## config.mk

```make
export PLATFORM = sky130hd
export DESIGN_NAME = dot_operand_loader_flat
export DESIGN_NICKNAME = d
export VERILOG_FILES = /design/src/rtl/dot_operand_loader_if.sv /design/src/rtl/dot_operand_loader.sv /design/src/flat_wrapper.sv
export SDC_FILE = /design/constraint.sdc
export NUM_CORES = 1
export LEC_CHECK = 0
export ABC_AREA = 1
export BUFFER_PORTS_ARGS = -buffer_cell sky130_fd_sc_hd__buf_2
export CAP_MARGIN = 40
export CORE_AREA = 2 2 220 222
export CTS_BUF_LIST = sky130_fd_sc_hd__clkbuf_4
export DETAILED_ROUTE_END_ITERATION = 8
export DIE_AREA = 0 0 222 224
export GPL_TIMING_DRIVEN = 1
export PLACE_DENSITY = 0.78
export SYNTH_ARGS = -nofsm -noshare
export SYNTH_HDL_FRONTEND = slang
export SYNTH_SLANG_ARGS = --single-unit
export TNS_END_PERCENT = 10
```

## constraint.sdc

```tcl
create_clock -name clk -period 1.6 [get_ports clk]
set_input_delay 0.48 -clock clk [delete_from_list [all_inputs] [get_ports clk]]
set_output_delay 0.48 -clock clk [all_outputs]
set_load 0.005 [all_outputs]
```

## src/rtl/dot_operand_loader_if.sv

```systemverilog
// rtl/dot_operand_loader_if.sv - operand byte stream in, dot-product result out
interface dot_operand_loader_if;
   logic [7:0]  s_data;
   logic        s_valid;
   logic        s_ready;
   logic [15:0] r_data;
   logic        r_err;
   logic        r_valid;
   logic        r_ready;

   modport master (
      output s_data, s_valid, r_ready,
      input  s_ready, r_data, r_err, r_valid
   );

   modport slave (
      input  s_data, s_valid, r_ready,
      output s_ready, r_data, r_err, r_valid
   );
endinterface

```

## src/rtl/dot_operand_loader.sv

```systemverilog
// rtl/dot_operand_loader.sv - packs A/B operand bytes, kicks the dot engine, returns its result
module dot_operand_loader #(
   parameter int VEC_LEN = 32,
   parameter int TIMEOUT = 256
) (
   input  logic                     clk,
   input  logic                     rst_n,
   input  logic                     abort,
   dot_operand_loader_if.slave      bus,
   output logic [VEC_LEN-1:0][7:0]  a_vec,
   output logic [VEC_LEN-1:0][7:0]  b_vec,
   output logic                     dot_start,
   input  logic                     dot_done,
   input  logic [15:0]              dot_c,
   output logic                     busy
);

   localparam int IW = $clog2(VEC_LEN) + 1;
   localparam int TW = $clog2(TIMEOUT) + 1;

   typedef enum logic [2:0] {
      FILL_A,
      FILL_B,
      KICK,
      WAIT_DONE,
      RESULT
   } state_t;

   state_t        state;
   logic [IW-1:0] idx;
   logic [TW-1:0] tcnt;
   logic          done_q;
   logic          beat;
   logic          last_beat;

   assign bus.s_ready = (state == FILL_A) || (state == FILL_B);
   assign busy        = !((state == FILL_A) && (idx == '0));
   assign beat        = bus.s_valid && bus.s_ready;
   assign last_beat   = (idx == IW'(VEC_LEN - 1));

   always_ff @(posedge clk or negedge rst_n) begin
      if (!rst_n) begin
         state       <= FILL_A;
         idx         <= '0;
         tcnt        <= '0;
         done_q      <= 1'b0;
         a_vec       <= '0;
         b_vec       <= '0;
         dot_start   <= 1'b0;
         bus.r_data  <= '0;
         bus.r_err   <= 1'b0;
         bus.r_valid <= 1'b0;
      end else begin
         dot_start <= 1'b0;
         if (abort) begin
            // Operand arrays are deliberately left intact; only control state is flushed.
            state       <= FILL_A;
            idx         <= '0;
            tcnt        <= '0;
            bus.r_valid <= 1'b0;
            bus.r_err   <= 1'b0;
         end else begin
            case (state)
               FILL_A: begin
                  if (beat) begin
                     a_vec[idx[IW-2:0]] <= bus.s_data;
                     if (last_beat) begin
                        idx   <= '0;
                        state <= FILL_B;
                     end else begin
                        idx <= idx + IW'(1);
                     end
                  end
               end
               FILL_B: begin
                  if (beat) begin
                     b_vec[idx[IW-2:0]] <= bus.s_data;
                     if (last_beat) begin
                        idx       <= '0;
                        dot_start <= 1'b1;
                        state     <= KICK;
                     end else begin
                        idx <= idx + IW'(1);
                     end
                  end
               end
               KICK: begin
                  // Capturing done here makes a level left high by the last run look like no edge.
                  tcnt   <= '0;
                  done_q <= dot_done;
                  state  <= WAIT_DONE;
               end
               WAIT_DONE: begin
                  done_q <= dot_done;
                  if (dot_done && !done_q) begin
                     bus.r_data  <= dot_c;
                     bus.r_err   <= 1'b0;
                     bus.r_valid <= 1'b1;
                     state       <= RESULT;
                  end else if (tcnt == TW'(TIMEOUT - 1)) begin
                     bus.r_data  <= '0;
                     bus.r_err   <= 1'b1;
                     bus.r_valid <= 1'b1;
                     state       <= RESULT;
                  end else begin
                     tcnt <= tcnt + TW'(1);
                  end
               end
               RESULT: begin
                  if (bus.r_ready) begin
                     bus.r_valid <= 1'b0;
                     state       <= FILL_A;
                  end
               end
               default: begin
                  state <= FILL_A;
                  idx   <= '0;
               end
            endcase
         end
      end
   end

endmodule

```

## src/flat_wrapper.sv

```systemverilog
// flat-port wrapper written by rule: the top's interface ports become plain ports
module dot_operand_loader_flat 
#(
   parameter int VEC_LEN = 32,
   parameter int TIMEOUT = 256
)
  (clk, rst_n, abort, a_vec, b_vec, dot_start, dot_done, dot_c, busy, bus_s_data, bus_s_valid, bus_r_ready, bus_s_ready, bus_r_data, bus_r_err, bus_r_valid);
  dot_operand_loader_if bus_i ();
  input  logic clk;
  input  logic rst_n;
  input  logic abort;
  output logic [VEC_LEN-1:0][7:0] a_vec;
  output logic [VEC_LEN-1:0][7:0] b_vec;
  output logic dot_start;
  input  logic dot_done;
  input  logic [15:0] dot_c;
  output logic busy;
  input wire logic [$bits(bus_i.s_data)-1:0] bus_s_data;
  input wire logic [$bits(bus_i.s_valid)-1:0] bus_s_valid;
  input wire logic [$bits(bus_i.r_ready)-1:0] bus_r_ready;
  output wire logic [$bits(bus_i.s_ready)-1:0] bus_s_ready;
  output wire logic [$bits(bus_i.r_data)-1:0] bus_r_data;
  output wire logic [$bits(bus_i.r_err)-1:0] bus_r_err;
  output wire logic [$bits(bus_i.r_valid)-1:0] bus_r_valid;
  assign bus_i.s_data = bus_s_data;
  assign bus_i.s_valid = bus_s_valid;
  assign bus_i.r_ready = bus_r_ready;
  assign bus_s_ready = bus_i.s_ready;
  assign bus_r_data = bus_i.r_data;
  assign bus_r_err = bus_i.r_err;
  assign bus_r_valid = bus_i.r_valid;
  dot_operand_loader #(.VEC_LEN(VEC_LEN), .TIMEOUT(TIMEOUT)) u_core (.clk(clk), .rst_n(rst_n), .abort(abort), .bus(bus_i), .a_vec(a_vec), .b_vec(b_vec), .dot_start(dot_start), .dot_done(dot_done), .dot_c(dot_c), .busy(busy));
endmodule
```

After elaboration in Yosys (flattened, before gate mapping) --
Cells that the tools add are included.
Word-level totals: register bits after elaboration 550, input bits 30, output and inout port bits 533, word-level logic and storage cells 154
Cells by class: $add $sub $neg 2, order comparisons 2, equal/unequal tests 16, muxes and demuxes 35, bitwise logic cells 1, reduce and logical (&&, ||, !) cells 26
Operators with widths (count):
- $bwmux 256 | 2
- $demux 8 s5 | 1
- $mux 16 | 2
- $mux 9 | 3
- $mux 3 | 8
- $mux 6 | 3
- $pmux 9 s2 | 1
- $pmux 3 s5 | 1
- $reduce_and 3->1 | 5
- $ne 3x2->1 const B | 4
- $pmux 6 s2 | 1
- $mux 1 | 11
- $add 9x1->9 const B | 1
- $eq 9x8->1 const B | 1
- $ne 3x3->1 const B | 3
- $reduce_bool 3->1 | 3
- $mux 8 | 1
- $add 6x1->6 const B | 1
- $eq 3x2->1 const B | 2
- $eq 6x5->1 const B | 1
- $logic_not 6->1 | 1
- $lt 5x6->1 const B | 1
- $reduce_and 2->1 | 3
- $reduce_and 6->1 | 1
- other kinds (15) | 21

Logic depth before layout (Yosys ltp) --
depth after elaboration 6, mapped depth 12, gate-level depth less buffers 12

Worst setup path after synthesis --
OpenSTA, ideal clock, no wires.
kind reg-to-reg, start point register u_core.tcnt[0], end point register u_core.tcnt[6], setup time 0.117 ns, arrival time 1.641 ns, data required time 1.483 ns, setup slack -0.158 ns, stages on the path, launching flop included 13, buffers on the path 1, clock period less this slack 1.758 ns, cells stage by stage dfrtp_1 -> ha_1 -> nand3_1 -> nor4_1 -> ha_1 -> inv_1 -> nand2_1 -> nand2_1 -> buf_2 -> nand3_1 -> nand2_1 -> nand2_1 -> nor2_1
Between the ends: word-level cells in the longest chain between the ends 5, elaborated cells on any way between the ends 8, classes of those cells add/sub (1); eq/ne (2); mux (4); reduce/logical (1)
Ends and longest elaborated chain:
- from (decl) | RTL line dot_operand_loader.sv:31 | logic [TW-1:0] tcnt;
- from (signal assigned) | RTL line dot_operand_loader.sv:106 | tcnt <= tcnt + TW'(1);
- $add 9x1->9 | RTL line dot_operand_loader.sv:106
- $mux 9 | RTL line dot_operand_loader.sv:100 | end else if (tcnt == TW'(TIMEOUT - 1)) begin
- $mux 9 | RTL line dot_operand_loader.sv:95 | if (dot_done && !done_q) begin
- $pmux 9 s2 | RTL line dot_operand_loader.sv:63 | case (state)
- $mux 9 | RTL line dot_operand_loader.sv:55 | if (abort) begin
Parallel ways exist; a longest one is shown, timed or not. The select of a mux whose other input is x is not followed. A chain may end at the register's enable or synchronous reset.

Final worst setup path --
start point register u_core.idx[4], end point output port busy
Between the ends: word-level cells in the longest chain between the ends 3
Ends and longest elaborated chain:
- from (decl) | RTL line dot_operand_loader.sv:30 | logic [IW-1:0] idx;
- from (signal assigned) | RTL line dot_operand_loader.sv:71 | idx <= idx + IW'(1);
- from (signal assigned) | RTL line dot_operand_loader.sv:83 | idx <= idx + IW'(1);
- $logic_not 6->1 | RTL line dot_operand_loader.sv:37 | assign busy = !((state == FILL_A) && (idx == '0));
- $logic_and 1x1->1 | RTL line dot_operand_loader.sv:37
- $logic_not 1->1 | RTL line dot_operand_loader.sv:37
- to (decl) | RTL line flat_wrapper.sv:17 | output logic busy;
Every way passes these cells.

==> results.md <==
* Sequential share of the synthesized area at 0.673
* Most common cell after layout, fill and taps aside: nand2_1
* TNS Setup at -240220 ps
* Die height at 224 um
* Final core occ at 0.598
* Post-route insts no fill at 3567
* Max-slew violations at 0
* Reg clk slew, reported paths at 70 ps
* Die W at 222 um
* Relative slew slack at 0.593
* Final WS setup at -857 ps
* Critical path class: flop to primary output
* TritonCTS clock tree: built
* Area added between synthesis and finish at 38.5%
* Drt pass-1 iters at 5
* Clock sinks at 550
* First-pass GRT wire length at 104000 um
* Most frequent cells in the layout: nand2_1, dfrtp_1, buf_2
* Synth Register Bits at 550
* Final #Nets at 2894
* CP max stage delay at 400 ps
* Initial core utilization at 0.432
* Leakage at 15.3 nW
* Mapped cell area at 20400 sq um
* Core outline area at 47300 sq um
* Placement Cell Area at 25100 sq um
* # rows at 80
* Setup slack after placement at -333 ps
* Final hold vios at 0
* CP endpoint kind: primary output
* Clock buffer depth at 3
* H-tree depth at 4
* Routed WL per cell at 19.6 um
* Tcrit/Tclk final at 1.54
* Critical path's slowest cell: dfrtp_1
* Initial antenna violation count at 2
* Crit path max fanout at 2
* Fraction of layout cells with a size suffix above 1 at 0.379
* Warnings, synthesis at 0
* Power Dens Cells at 1170 nW/um^2
* Worst VDD drop at 0.000854 V
* Final setup vio count at 1021
* PortBufs at 562
* Overall Power at 33.1 mW
* Maximum clock rate at 407 MHz
* Die area at 49700 sq um
* Mapped Nets at 2059
* GRT Util Overall at 0.272
* Remaining DRCs at 0
* Routability Congestion at 0.863
* Antenna violation net count after detailed routing at 0
* Vias at 18795
* Worst EP arrival at 1980 ps
* CP Launch Type: flop
* Hold slack final at 91.5 ps
* Worst-Margin Slew at 609 ps
* Outcome: finished, violations left
* Initial drt markers at 1615
* GR Overflow Total at 0
* Synth unique cells at 27
* CTS root buf: clkbuf_4
* RSZ-0062 raised after global routing: true
* Avg Inst Size Synth at 10.1 sq um
* Syn Inst Count at 2023
* CP cell instances: nor2_2, nand2_2, nor2_4, nand4_1, buf_2
* Vias in the first global route at 18764
* I/O pin count at 563
* CTS Buf Count at 145
* Worst EP required at 1120 ps
* Clock latency on the worst-skew pair at 1000 ps
* Failing checks: setup timing
* Post-route minimum period at 2460 ps
* Detailed Route WL at 70000 um
* Cell count after placement at 3221
* Largest net degree at the start of global routing at 90
* Worst Hold Class: input port to flop
* Max_cap viols at 0
* Design area at 28300 sq um
* Clock skew at 58.7 ps
* Via density at 5.27
* DP HPWL at 45300 um
==> cell type report <==
| cell class | count | area, sq um |
|---|---|---|
| Antenna cell | 3 | 7.51 |
| Clock buffer | 195 | 1460 |
| Clock inverter | 43 | 272 |
| Fill cell | 3753 | 19000 |
| Inverter | 41 | 164 |
| Multi-Input combinational cell | 1306 | 6340 |
| Sequential cell | 550 | 13800 |
| Tap cell | 615 | 769 |
| Timing Repair Buffer | 814 | 5530 |
==> Yosys cell counts, drive strengths merged <==
master / number / area, sq um
nor2: 51 / 201
clkbuf: 85 / 319
or2: 1 / 6.26
dfrtp: 550 / 13800
ha: 6 / 75.1
nand2: 667 / 2680
nor3: 3 / 26.3
xor2: 1 / 8.76
nand4: 9 / 56.3
o21ai: 522 / 2610
buf: 41 / 299
inv: 33 / 124
nor4: 1 / 6.26
clkinv: 8 / 30.0
a21oi: 7 / 35.0
nand3b: 1 / 7.51
nand3: 37 / 185
==> power by group <==
group          leakage (nW)  total, mW  switching (mW)  internal [mW]
Sequential             7.61       15.7           0.688           15.0
Clock                  1.03       12.0            5.87           6.13
Combinational          6.65       5.36            3.12           2.24
Total                  15.3       33.1            9.68           23.4
==> worst paths after layout <==
check	start	endpoint	slack, ps	depth (start not counted)
min in group asynchronous	rst_n	u_core.idx[4]$_DFFE_PN0P_	780	4
setup / recovery	u_core.idx[4]$_DFFE_PN0P_	busy	-860	5
setup reg to reg	u_core.idx[3]$_DFFE_PN0P_	u_core.a_vec[139]$_DFFE_PN0P_	-340	7
hold reg to reg	u_core.bus.r_data[2]$_DFFE_PN0P_	u_core.bus.r_data[2]$_DFFE_PN0P_	480	2
max in group asynchronous	rst_n	u_core.b_vec[254]$_DFFE_PN0P_	160	5
hold / removal	bus_s_valid	u_core.state[1]$_DFFE_PN0P_	90	6
==> layer usage <==
| layer | routed length (um) | global-route usage | part of all wire | up-vias |
|---|---|---|---|---|
| met5 | 0 | 0 | 0 | - |
| met4 | 3260 | 0.154 | 0.047 | 0 |
| met3 | 6290 | 0.0884 | 0.090 | 232 |
| met2 | 33300 | 0.430 | 0.48 | 1068 |
| met1 | 27200 | 0.332 | 0.39 | 9122 |
| li1 | - | - | - | 8373 |
==> registers in the layout, summed over array words and instances, names as in the netlist <==
signal and cells:
u_core.tcnt 9, u_core.bus.r_err 1, u_core.idx 6, u_core.b_vec 256, u_core.done_q 1, u_core.dot_start 1, u_core.a_vec 256, u_core.bus.r_valid 1
u_core.state 3, u_core.bus.r_data 16
==> critical path: cells and delay by family, from the launching register on <==
kind          cells  cell delay, ps
buf+inv           1             160
flops             1             400
simple gates      4             450
==> what timing repair did <==
| item | CTS | global route |
|---|---|---|
| pin swaps | 7 | 15 |
| endpoints found under the hold margin | 1039 | 0 |
| hold buffers | 31 | 0 |
| endpoints found under the setup margin | 1045 | 1080 |
| setup buffers | 32 | 42 |
| gates resized for setup | 86 | 94 |
==> cell families (layout without fill, tap and decap cells) <==
| kind of cell | count (synthesis) | count (layout) | synth area share |
|---|---|---|---|
| other | 0 | 3 | 0 |
| DFF | 550 | 550 | 0.673 |
| and+or+nand+nor | 770 | 770 | 0.155 |
| adders and majority gates | 6 | 6 | 0.00367 |
| xor gates and xnor gates | 1 | 1 | 0.000429 |
| AOI/OAI and AO/OA | 529 | 529 | 0.130 |
| buffers and inverters | 167 | 1093 | 0.0378 |
(Power assumes the default switching activity.)
